**src/rtl/tick_gen_multi_pkg.sv**
```systemverilog
`default_nettype none
// ============================================================================
// Module   : tick_gen_multi_pkg
// Brief    : Shared constants for the multi-channel tick generator.
// Revision : 1.0 - initial release
// ============================================================================
package tick_gen_multi_pkg;

    localparam int DEF_CNT_W = 32;
    localparam int CLOCK_HZ  = 12_000_000;

    // Channel roles; higher indices are spare.
    localparam int CH_CPU  = 0;
    localparam int CH_60HZ = 1;

    // Divisor for a desired tick rate, in system clock cycles.
    function automatic logic [DEF_CNT_W-1:0] div_for_rate(input int unsigned rate_hz);
        return DEF_CNT_W'(CLOCK_HZ / rate_hz);
    endfunction

endpackage : tick_gen_multi_pkg
`default_nettype wire

```
**src/rtl/tick_gen_multi_if.sv**
```systemverilog
`default_nettype none
// ============================================================================
// Module   : tick_gen_multi_if
// Brief    : Configuration, enable and tick bus of the tick generator.
// Revision : 1.0 - initial release
// ============================================================================
interface tick_gen_multi_if
    import tick_gen_multi_pkg::*;
#(
    parameter int NUM_CH = 2,
    parameter int CNT_W  = DEF_CNT_W,
    parameter int CH_W   = 4
);

    logic [NUM_CH-1:0] en;
    logic              cfg_we;
    logic [CH_W-1:0]   cfg_ch;
    logic [CNT_W-1:0]  cfg_div;
    logic              cfg_oneshot;
    logic [NUM_CH-1:0] tick;
    logic [NUM_CH-1:0] done;
    logic [CNT_W-1:0]  rd_cnt;

    modport master (
        output en, cfg_we, cfg_ch, cfg_div, cfg_oneshot,
        input  tick, done, rd_cnt
    );

    modport slave (
        input  en, cfg_we, cfg_ch, cfg_div, cfg_oneshot,
        output tick, done, rd_cnt
    );

endinterface : tick_gen_multi_if
`default_nettype wire

```
**src/rtl/tick_gen_multi_channel.sv**
```systemverilog
`default_nettype none
// ============================================================================
// Module   : tick_gen_multi_channel
// Brief    : One tick channel: down-counter, periodic/one-shot mode, tick reg.
// Revision : 1.0 - initial release
// ============================================================================
module tick_gen_multi_channel
    import tick_gen_multi_pkg::*;
#(
    parameter int               CNT_W           = DEF_CNT_W,
    parameter logic [CNT_W-1:0] DEFAULT_DIV     = '0,
    parameter logic             DEFAULT_ONESHOT = 1'b0
) (
    input  wire logic             clk,
    input  wire logic             rst,
    input  wire logic             i_en,
    input  wire logic             i_wr,
    input  wire logic [CNT_W-1:0] i_wr_div,
    input  wire logic             i_wr_oneshot,
    output logic                  o_tick,
    output logic                  o_done,
    output logic [CNT_W-1:0]      o_cnt
);

    logic [CNT_W-1:0] r_div;
    logic [CNT_W-1:0] r_cnt;
    logic             r_oneshot;
    logic             r_armed;
    logic             r_done;
    logic             r_tick;

    // Counter start value: D-1 so that the period is exactly D; a zero divisor parks at 0.
    function automatic logic [CNT_W-1:0] reload(input logic [CNT_W-1:0] d);
        return (d == '0) ? '0 : d - CNT_W'(1);
    endfunction

    always_ff @(posedge clk) begin
        if (rst) begin
            r_div     <= DEFAULT_DIV;
            r_cnt     <= reload(DEFAULT_DIV);
            r_oneshot <= DEFAULT_ONESHOT;
            r_armed   <= 1'b1;
            r_done    <= 1'b0;
            r_tick    <= 1'b0;
        end else if (i_wr) begin
            // A write retriggers the channel and beats a coincident terminal count.
            r_div     <= i_wr_div;
            r_cnt     <= reload(i_wr_div);
            r_oneshot <= i_wr_oneshot;
            r_armed   <= 1'b1;
            r_done    <= 1'b0;
            r_tick    <= 1'b0;
        end else if (!i_en) begin
            r_cnt  <= reload(r_div);
            r_tick <= 1'b0;
        end else if (r_armed && (r_div != '0)) begin
            if (r_cnt == '0) begin
                r_tick <= 1'b1;
                r_cnt  <= reload(r_div);
                if (r_oneshot) begin
                    r_armed <= 1'b0;
                    r_done  <= 1'b1;
                end
            end else begin
                r_cnt  <= r_cnt - CNT_W'(1);
                r_tick <= 1'b0;
            end
        end else begin
            r_tick <= 1'b0;
        end
    end

    assign o_tick = r_tick;
    assign o_done = r_done;
    assign o_cnt  = r_cnt;

endmodule : tick_gen_multi_channel
`default_nettype wire

```
**src/rtl/tick_gen_multi.sv**
```systemverilog
`default_nettype none
// ============================================================================
// Module   : tick_gen_multi
// Brief    : NUM_CH independent programmable tick channels with config decode.
// Revision : 1.0 - initial release
// ============================================================================
module tick_gen_multi
    import tick_gen_multi_pkg::*;
#(
    parameter int                      NUM_CH          = 2,
    parameter int                      CNT_W           = DEF_CNT_W,
    parameter int                      CH_W            = 4,
    parameter logic [NUM_CH*CNT_W-1:0] DEFAULT_DIVS    = {32'd200000, 32'd1666666},
    parameter logic [NUM_CH-1:0]       DEFAULT_ONESHOT = '0
) (
    input  wire logic        clk,
    input  wire logic        rst,
    tick_gen_multi_if.slave  bus
);

    logic [NUM_CH-1:0] w_wr;
    logic [NUM_CH-1:0] w_tick;
    logic [NUM_CH-1:0] w_done;
    logic [CNT_W-1:0]  w_cnt [NUM_CH];
    logic [CNT_W-1:0]  w_rd_cnt;

    generate
        for (genvar i = 0; i < NUM_CH; i++) begin : g_ch
            // Out-of-range channel numbers match no decoder and are dropped.
            assign w_wr[i] = bus.cfg_we && (bus.cfg_ch == CH_W'(i));

            tick_gen_multi_channel #(
                .CNT_W           (CNT_W),
                .DEFAULT_DIV     (DEFAULT_DIVS[i*CNT_W +: CNT_W]),
                .DEFAULT_ONESHOT (DEFAULT_ONESHOT[i])
            ) u_ch (
                .clk          (clk),
                .rst          (rst),
                .i_en         (bus.en[i]),
                .i_wr         (w_wr[i]),
                .i_wr_div     (bus.cfg_div),
                .i_wr_oneshot (bus.cfg_oneshot),
                .o_tick       (w_tick[i]),
                .o_done       (w_done[i]),
                .o_cnt        (w_cnt[i])
            );
        end
    endgenerate

    always_comb begin
        w_rd_cnt = '0;
        for (int i = 0; i < NUM_CH; i++) begin
            if (bus.cfg_ch == CH_W'(i)) begin
                w_rd_cnt = w_cnt[i];
            end
        end
    end

    assign bus.tick   = w_tick;
    assign bus.done   = w_done;
    assign bus.rd_cnt = w_rd_cnt;

endmodule : tick_gen_multi
`default_nettype wire
```
**src/flat_wrapper.sv**
```systemverilog
// flat-port wrapper written by rule: the top's interface ports become plain ports
module tick_gen_multi_flat import tick_gen_multi_pkg::*;
#(
    parameter int                      NUM_CH          = 2,
    parameter int                      CNT_W           = DEF_CNT_W,
    parameter int                      CH_W            = 4,
    parameter logic [NUM_CH*CNT_W-1:0] DEFAULT_DIVS    = {32'd200000, 32'd1666666},
    parameter logic [NUM_CH-1:0]       DEFAULT_ONESHOT = '0
)
  (clk, rst, bus_en, bus_cfg_we, bus_cfg_ch, bus_cfg_div, bus_cfg_oneshot, bus_tick, bus_done, bus_rd_cnt);
  tick_gen_multi_if #(.NUM_CH(NUM_CH), .CNT_W(CNT_W), .CH_W(CH_W)) bus_i ();
  input  wire logic clk;
  input  wire logic rst;
  input wire logic [$bits(bus_i.en)-1:0] bus_en;
  input wire logic [$bits(bus_i.cfg_we)-1:0] bus_cfg_we;
  input wire logic [$bits(bus_i.cfg_ch)-1:0] bus_cfg_ch;
  input wire logic [$bits(bus_i.cfg_div)-1:0] bus_cfg_div;
  input wire logic [$bits(bus_i.cfg_oneshot)-1:0] bus_cfg_oneshot;
  output wire logic [$bits(bus_i.tick)-1:0] bus_tick;
  output wire logic [$bits(bus_i.done)-1:0] bus_done;
  output wire logic [$bits(bus_i.rd_cnt)-1:0] bus_rd_cnt;
  assign bus_i.en = bus_en;
  assign bus_i.cfg_we = bus_cfg_we;
  assign bus_i.cfg_ch = bus_cfg_ch;
  assign bus_i.cfg_div = bus_cfg_div;
  assign bus_i.cfg_oneshot = bus_cfg_oneshot;
  assign bus_tick = bus_i.tick;
  assign bus_done = bus_i.done;
  assign bus_rd_cnt = bus_i.rd_cnt;
  tick_gen_multi #(.NUM_CH(NUM_CH), .CNT_W(CNT_W), .CH_W(CH_W), .DEFAULT_DIVS(DEFAULT_DIVS), .DEFAULT_ONESHOT(DEFAULT_ONESHOT)) u_core (.clk(clk), .rst(rst), .bus(bus_i));
endmodule
```
**config.mk**
```make
export PLATFORM = sky130hd
export DESIGN_NAME = tick_gen_multi_flat
export DESIGN_NICKNAME = d
export VERILOG_FILES = /design/src/rtl/tick_gen_multi_pkg.sv /design/src/rtl/tick_gen_multi_if.sv /design/src/rtl/tick_gen_multi_channel.sv /design/src/rtl/tick_gen_multi.sv /design/src/flat_wrapper.sv
export SDC_FILE = /design/constraint.sdc
export NUM_CORES = 1
export LEC_CHECK = 0
export ABC_AREA = 1
export BUFFER_PORTS_ARGS = -buffer_cell sky130_fd_sc_hd__buf_2
export CAP_MARGIN = 10
export CORE_MARGIN = 1
export CORE_UTILIZATION = 55
export CTS_CLUSTER_SIZE = 30
export DETAILED_ROUTE_END_ITERATION = 6
export GPL_TIMING_DRIVEN = 0
export PLACE_DENSITY = 0.85
export RECOVER_POWER = 50
export SLEW_MARGIN = 20
export SYNTH_ARGS = -nofsm -noshare
export SYNTH_HDL_FRONTEND = slang
export SYNTH_SLANG_ARGS = --single-unit
```
**constraint.sdc**
```tcl
create_clock -name clk -period 4.51 [get_ports clk]
set_input_delay 0.2255 -clock clk [delete_from_list [all_inputs] [get_ports clk]]
set_output_delay 0.2255 -clock clk [all_outputs]
set_load 0.01 [all_outputs]
```
# After elaboration in Yosys (flattened, before gate mapping)
# Cells that the tools add are included.
dict set report totals {
  out_inout_bits 36
  ram_bits 0
  latch_bits 0
  n_memories 0
  register_bits 136
  romBits 0
}
dict set report op_classes {
  n_lt_le_gt_ge 0
  div_mod_pow 0
  mux 15
  reduce_logical 18
  multipliers 0
  n_bitwise 4
  shift 0
  addsub 5
  eq_ne 3
}
# op n
set op_table {}
lappend op_table {{$mux 32} 13}
lappend op_table {{$logic_not 32->1} 5}
lappend op_table {{$sub 32x1->32 const B} 5}
lappend op_table {{$reduce_bool 32->1} 2}
lappend op_table {{$reduce_and 4->1} 2}
lappend op_table {{$reduce_or 4->1} 2}
lappend op_table {{$ne 3x1->1 const B} 2}
lappend op_table {{$eq 4x1->1 const B} 1}
lappend op_table {{$logic_and 1x1->1} 4}
lappend op_table {{$logic_not 4->1} 1}
lappend op_table {{$not 1->1} 4}
lappend op_table {{$reduce_or 2->1} 2}
lappend op_table {{$mux 1} 2}

# Longest topological paths before layout
dict set report depth {
  word_depth 6
  mapped_depth 14
  ltp_nobuf 14
}

# By module
# Synthesis repeated with hierarchy kept, for this count alone.
dict set report unflattened {
  hier_cells 2147
  hier_area_um2 12206.7
}
# mod seq_area_each_um2 cells_per_inst area_each_um2 n_inst
set modules_own_cells {}
lappend modules_own_cells {{tick_gen_multi_channel at u_core.g_ch[0].u_ch} 1361.3 1039 5835.6 1}
lappend modules_own_cells {{tick_gen_multi_channel at u_core.g_ch[1].u_ch} 1361.3 990 5667.9 1}
lappend modules_own_cells {tick_gen_multi 0.0 118 703.2 1}

# Worst setup path before layout
# Ideal clock, no wire load.
dict set report synth_path {
  path_type {register to register}
  from {reg u_core.g_ch[0].u_ch.r_div[0]}
  to {reg u_core.g_ch[0].u_ch.r_cnt[12]}
  path_stages_with_launch 13
  arrival_ns 1.615
  synth_period_minus_slack_ns 1.742
  setup_ns 0.128
  slack_ns 2.768
  path_cell_list {dfxtp_1 inv_1 ha_1 nand2_2 nor2_4 nand2_1 nor2_2 nand2_2 nand2_4 buf_6 o22ai_1 a21oi_1 nor2_1}
}
dict set report synth_between {
  elab_chain_cells 6
}
# element line
set synth_lines {}
lappend synth_lines {{start, declared} tick_gen_multi_channel.sv:25} ;# logic [CNT_W-1:0] r_div;
lappend synth_lines {{start signal, assigned} tick_gen_multi_channel.sv:47} ;# r_div <= i_wr_div;
lappend synth_lines {{$sub 32x1->32 / $logic_not 32->1 (equally long branches)} tick_gen_multi_channel.sv:34} ;# return (d == '0) ? '0 : d - CNT_W'(1);
lappend synth_lines {{$mux 32} tick_gen_multi_channel.sv:34}
lappend synth_lines {{$mux 32} tick_gen_multi_channel.sv:57} ;# if (r_cnt == '0) begin
lappend synth_lines {{$mux 32} tick_gen_multi_channel.sv:56} ;# end else if (r_armed && (r_div != '0)) begin
lappend synth_lines {{$mux 32} tick_gen_multi_channel.sv:53} ;# end else if (!i_en) begin
lappend synth_lines {{$mux 32} tick_gen_multi_channel.sv:45} ;# end else if (i_wr) begin
lappend synth_lines {{end signal, assigned} tick_gen_multi_channel.sv:48} ;# r_cnt <= reload(i_wr_div);
lappend synth_lines {{end signal, assigned} tick_gen_multi_channel.sv:54} ;# r_cnt <= reload(r_div);
lappend synth_lines {{end signal, assigned} tick_gen_multi_channel.sv:59} ;# r_cnt <= reload(r_div);
lappend synth_lines {{end, declared} tick_gen_multi_channel.sv:26} ;# logic [CNT_W-1:0] r_cnt;
# Parallel ways exist; a longest one is shown, timed or not. The select of a mux whose other input is x is not followed.
# A chain may end at the register's enable or synchronous reset.

# Worst setup path in the final report
dict set report layout_path {
  from {reg u_core.g_ch[0].u_ch.r_cnt[0]}
  to {reg u_core.g_ch[0].u_ch.r_cnt[24]}
}
dict set report layout_between {
  elab_chain_cells 5
}
# element line
set layout_lines {}
lappend layout_lines {{start signal, assigned} tick_gen_multi_channel.sv:40} ;# r_cnt <= reload(DEFAULT_DIV);
lappend layout_lines {{start signal, assigned} tick_gen_multi_channel.sv:48}
lappend layout_lines {{start signal, assigned} tick_gen_multi_channel.sv:54}
lappend layout_lines {{$sub 32x1->32 / $logic_not 32->1 (equally long branches)} {tick_gen_multi_channel.sv:65, tick_gen_multi_channel.sv:57}}
lappend layout_lines {{$mux 32 (*)} tick_gen_multi_channel.sv:57}
lappend layout_lines {{$mux 32 (*)} tick_gen_multi_channel.sv:56}
lappend layout_lines {{$mux 32 (*)} tick_gen_multi_channel.sv:53}
lappend layout_lines {{$mux 32 (*)} tick_gen_multi_channel.sv:45}
# Every way passes the cells marked *; elsewhere a longest branch is shown, timed or not. The select of a mux whose other input is x is not followed.

==> run_results.csv <==
group,metric,value,unit
outcome,status,"finished with violations",
outcome,violations,"DRC",
clock_tree,clkLatencyLatePin,0.44,ns
synthesis,synth_mux_area_frac,0,
clock_tree,cts_buffer_depth,2,
timing,fin_crit_sh,0.5470,
clock_tree,cts_setup_buffers,0,
global_routing,antenna_found_initial,1,
placed_design,placed_area,11540,um2
clock_tree,cts-root-buf,"clkbuf_16",
final_layout,fin_cells,2188,
drt,drcViolationCount,1,
power,combPwrFrac,0.159,
synthesis,synth_top_family_by_area,"simple AND/OR/NAND/NOR gates",
global_routing,grt_max_degree,17,
synthesis,yosysUniqueCellTypes,46,
global_routing,grt_pass1_vias,12100,
synthesis,synthesis.area,10840,um2
final_layout,fin_nets,1966,
min_path,worstHoldPathCells,3,
synthesis,synthSimpleGateAreaFrac,0.3916,
final_layout,syn2layout_area_growth,11.73,%
floorplanning,start_util,0.5699,
drt,drt-total-wl,47140,um
power,power_switching,1.047,mW
synthesis,async_flop_share,0,
power,power_density,274.7,nW/um2
clock_tree,htree_levels,4,
placed_design,place_inst,2157,
setup_path,crit_fanout,10,
drt,detail-route-antenna-nets,0,
timing,fin_crit,2.467,ns
synthesis,seq_area_frac_synth,0.2512,
power,power,3.327,mW
floorplanning,die_h,142.4,um
setup_path,cp-end-kind,"flip-flop",
drt,vias,13500,
setup_path,r2r-start,"u_core.g_ch[0].u_ch.o_cnt[0]",
placed_design,pre_cts_slack,2.191,ns
placed_design,gp_congestion,1.109,
timing,hold_slack,0.09814,ns
synthesis,synth_fa_ha_area_frac,0.009235,
setup_path,cp-start-kind,"flip-flop",
final_layout,postLayoutCoreUtil,0.6368,
final_layout,final_area,12110,um2
floorplanning,rows,50,
synthesis,synth_flop_cell,"dfxtp_1",
timing,finalSetupViolCount,0,
drt,drt_iter0_markers,1669,
power,p_int,2.280,mW
floorplanning,ioPinCount,78,
synthesis,ys_ff_latch,136,
clock_tree,path_clk_slew,0.07,ns
synthesis,synth.avg_cell_area,5.949,um2
drt,firstDrtPassIters,7,
synthesis,syn_nets,1872,
drt,wl_per_cell,21.55,um
global_routing,grt_usage,0.4704,
min_path,holdCritPathClass,"in2reg",
power,p_leak,5.200,nW
clock_tree,post_cts_resized,0,
timing,fmax,0.4054,GHz
timing,tns,0,ns
synthesis,synth.top_cells.by_area,"dfxtp_1 (25%), nand2_1 (15%), nor2_1 (9.7%), inv_1 (7.5%), nand3_1 (6.3%)",
clock_tree,cts_tree,"done",
setup_path,crit_type,"reg2reg",
timing,setup_slack,2.043,ns
min_path,worstHoldStart,"bus_cfg_oneshot",
clock_tree,cts_buffers,17,
power,clkPwrFrac,0.449,
synthesis,yosysWarnings,0,
clock_tree,holdBufCountCts,0,
timing,final_max_slew_viol_count,0,
clock_tree,cts_sinks,136,
floorplanning,fp.coreArea,19020,um2
synthesis,yosysTopAreaCell,"dfxtp_1",
timing,rsz0062_at_grt,"no",
power,swShare,0.3148,
power,ir_drop,255.6,uV
drt,viasPerCell,6.171,
final_layout,num_antenna_cells,0,
power,seq_power_share,0.391,
synthesis,syn_inst,1822,
synthesis,synth_xor_xnor_area_share,0.06545,
global_routing,grt-ovfl-total,0,
setup_path,cp.required,4.80,ns
flow_run,drv_cap,0,
global_routing,grt_pass1_wl,70400,um
setup_path,reg2reg_to,"u_core.g_ch[0].u_ch.o_cnt[24]",
final_layout,drive_above_1_share,0.08714,
timing,finClkSkew,0.009561,ns
placed_design,place_hpwl,37650,um
synthesis,netlist.area_leader.share,0.2512,
floorplanning,die-area,20270,um2
setup_path,arrival,2.75,ns
min_path,hold_end,"u_core.g_ch[0].u_ch.r_oneshot",
synthesis,synth_compound_area_frac,0.1735,
floorplanning,die_x,142.4,um
setup_path,r2r_cells,10,
synthesis,synth_edf_count,0,
setup_path,r2r_slack,2.04,ns
timing,max-slew-margin-rel,0.3381,
placed_design,portBuffers,75,
timing,hold_viol,0,
timing,tightest_slew,0.9928,ns
-- registers in the layout, summed over array words and instances (netlist names) --
| register | cells |
|---|---|
| u_core.g_ch.u_ch.o_cnt | 64 |
| u_core.g_ch.u_ch.r_div | 64 |
| u_core.g_ch.u_ch.o_done | 2 |
| u_core.g_ch.u_ch.o_tick | 2 |
| u_core.g_ch.u_ch.r_armed | 2 |
| u_core.g_ch.u_ch.r_oneshot | 2 |
-- synthesized netlist by cell type, types with 2 or more instances --
cell type,count
o2111ai_1,2
buf_1,2
nand2_1,420
nor2_4,8
xor2_1,73
nor4_1,5
o21ai_0,118
nand2_4,4
nand3_1,136
nand4_1,53
buf_2,17
nand2_2,9
nand4_4,2
o21ai_4,2
dfxtp_1,136
a21oi_1,115
a21oi_2,2
clkbuf_1,40
xnor2_1,8
o21bai_1,4
inv_1,216
buf_6,5
o22ai_1,54
nand3_2,3
o21ai_1,8
nor3_1,18
nor2_2,23
nor2_1,280
a31oi_1,6
ha_1,8
buf_4,8
o211ai_1,23
-- power groups by stage --
stage                     Clock [mW]  Sequential (mW)  Combinational, mW
after CTS                       1.47             1.30              0.502
after floorplan                    0             1.30              0.316
after global routing            1.53             1.30              0.563
final                           1.49             1.30              0.530
after global placement             0             1.32              0.493
after detailed placement           0             1.32              0.497
-- area by class of cell --
class / instances / area (um2)
clock buffer: 18 / 439.2
fill: 1932 / 6908
timing repair buffer: 75 / 346.6
clock inverter: 13 / 168.9
sequential: 136 / 2723
tap: 260 / 325.3
inverter: 219 / 823.3
multi-input combinational: 1395 / 6929
buffer: 72 / 355.3
-- critical path, cell delays in order, from the launching register on --
cell      delay [ns]
dfxtp_1         0.31
inv_1           0.19
ha_1            0.23
inv_1           0.06
nor3_1          0.17
nand3_1         0.19
o21ai_4         0.31
buf_2           0.30
o211ai_1        0.21
o211ai_1        0.20
a21oi_1         0.14
-- how the worst max path moves through the flow --
stage,slack [ns],end,cells after the start,start
6_report,2.04,u_core.g_ch[0].u_ch.o_cnt[24],10,u_core.g_ch[0].u_ch.o_cnt[0]
3_5_place_dp,2.19,u_core.g_ch[0].u_ch.o_cnt[24],10,u_core.g_ch[0].u_ch.o_cnt[0]
5_1_grt,1.93,u_core.g_ch[0].u_ch.o_cnt[8],11,u_core.g_ch[0].u_ch.r_div[0]
4_1_cts,2.15,u_core.g_ch[0].u_ch.o_cnt[24],10,u_core.g_ch[0].u_ch.o_cnt[0]
2_1_floorplan,2.77,u_core.g_ch[0].u_ch.o_cnt[12],12,u_core.g_ch[0].u_ch.r_div[0]
3_3_place_gp,2.21,u_core.g_ch[0].u_ch.o_cnt[24],10,u_core.g_ch[0].u_ch.o_cnt[0]
-- logic make-up after synthesis --
kind of cell / count (synthesis)
compound gates: 337
xor+xnor: 81
fa+ha+maj: 8
buf+inv: 291
flops: 136
simple gates: 969
-- layout by cell type (no fill, tap or decap), drive strengths merged, types with 18 or more instances in the layout --
cell type  instances
nand2            433
nor2             312
inv              220
nand3            140
dfxtp            136
o21ai            128
a21oi            117
clkbuf            86
buf               79
xor2              73
o22ai             55
nand4             55
o211ai            23
nor3              18
-- metal layers --
metal  vias up  track usage  routed length (um)
met5         -            0                   9
met4         2       0.2066                2161
met3       180       0.1528                7091
met2      1051       0.6821               19120
met1      6109       0.6314               18770
li1       6161            -                   -
(Power assumes the default switching activity.)
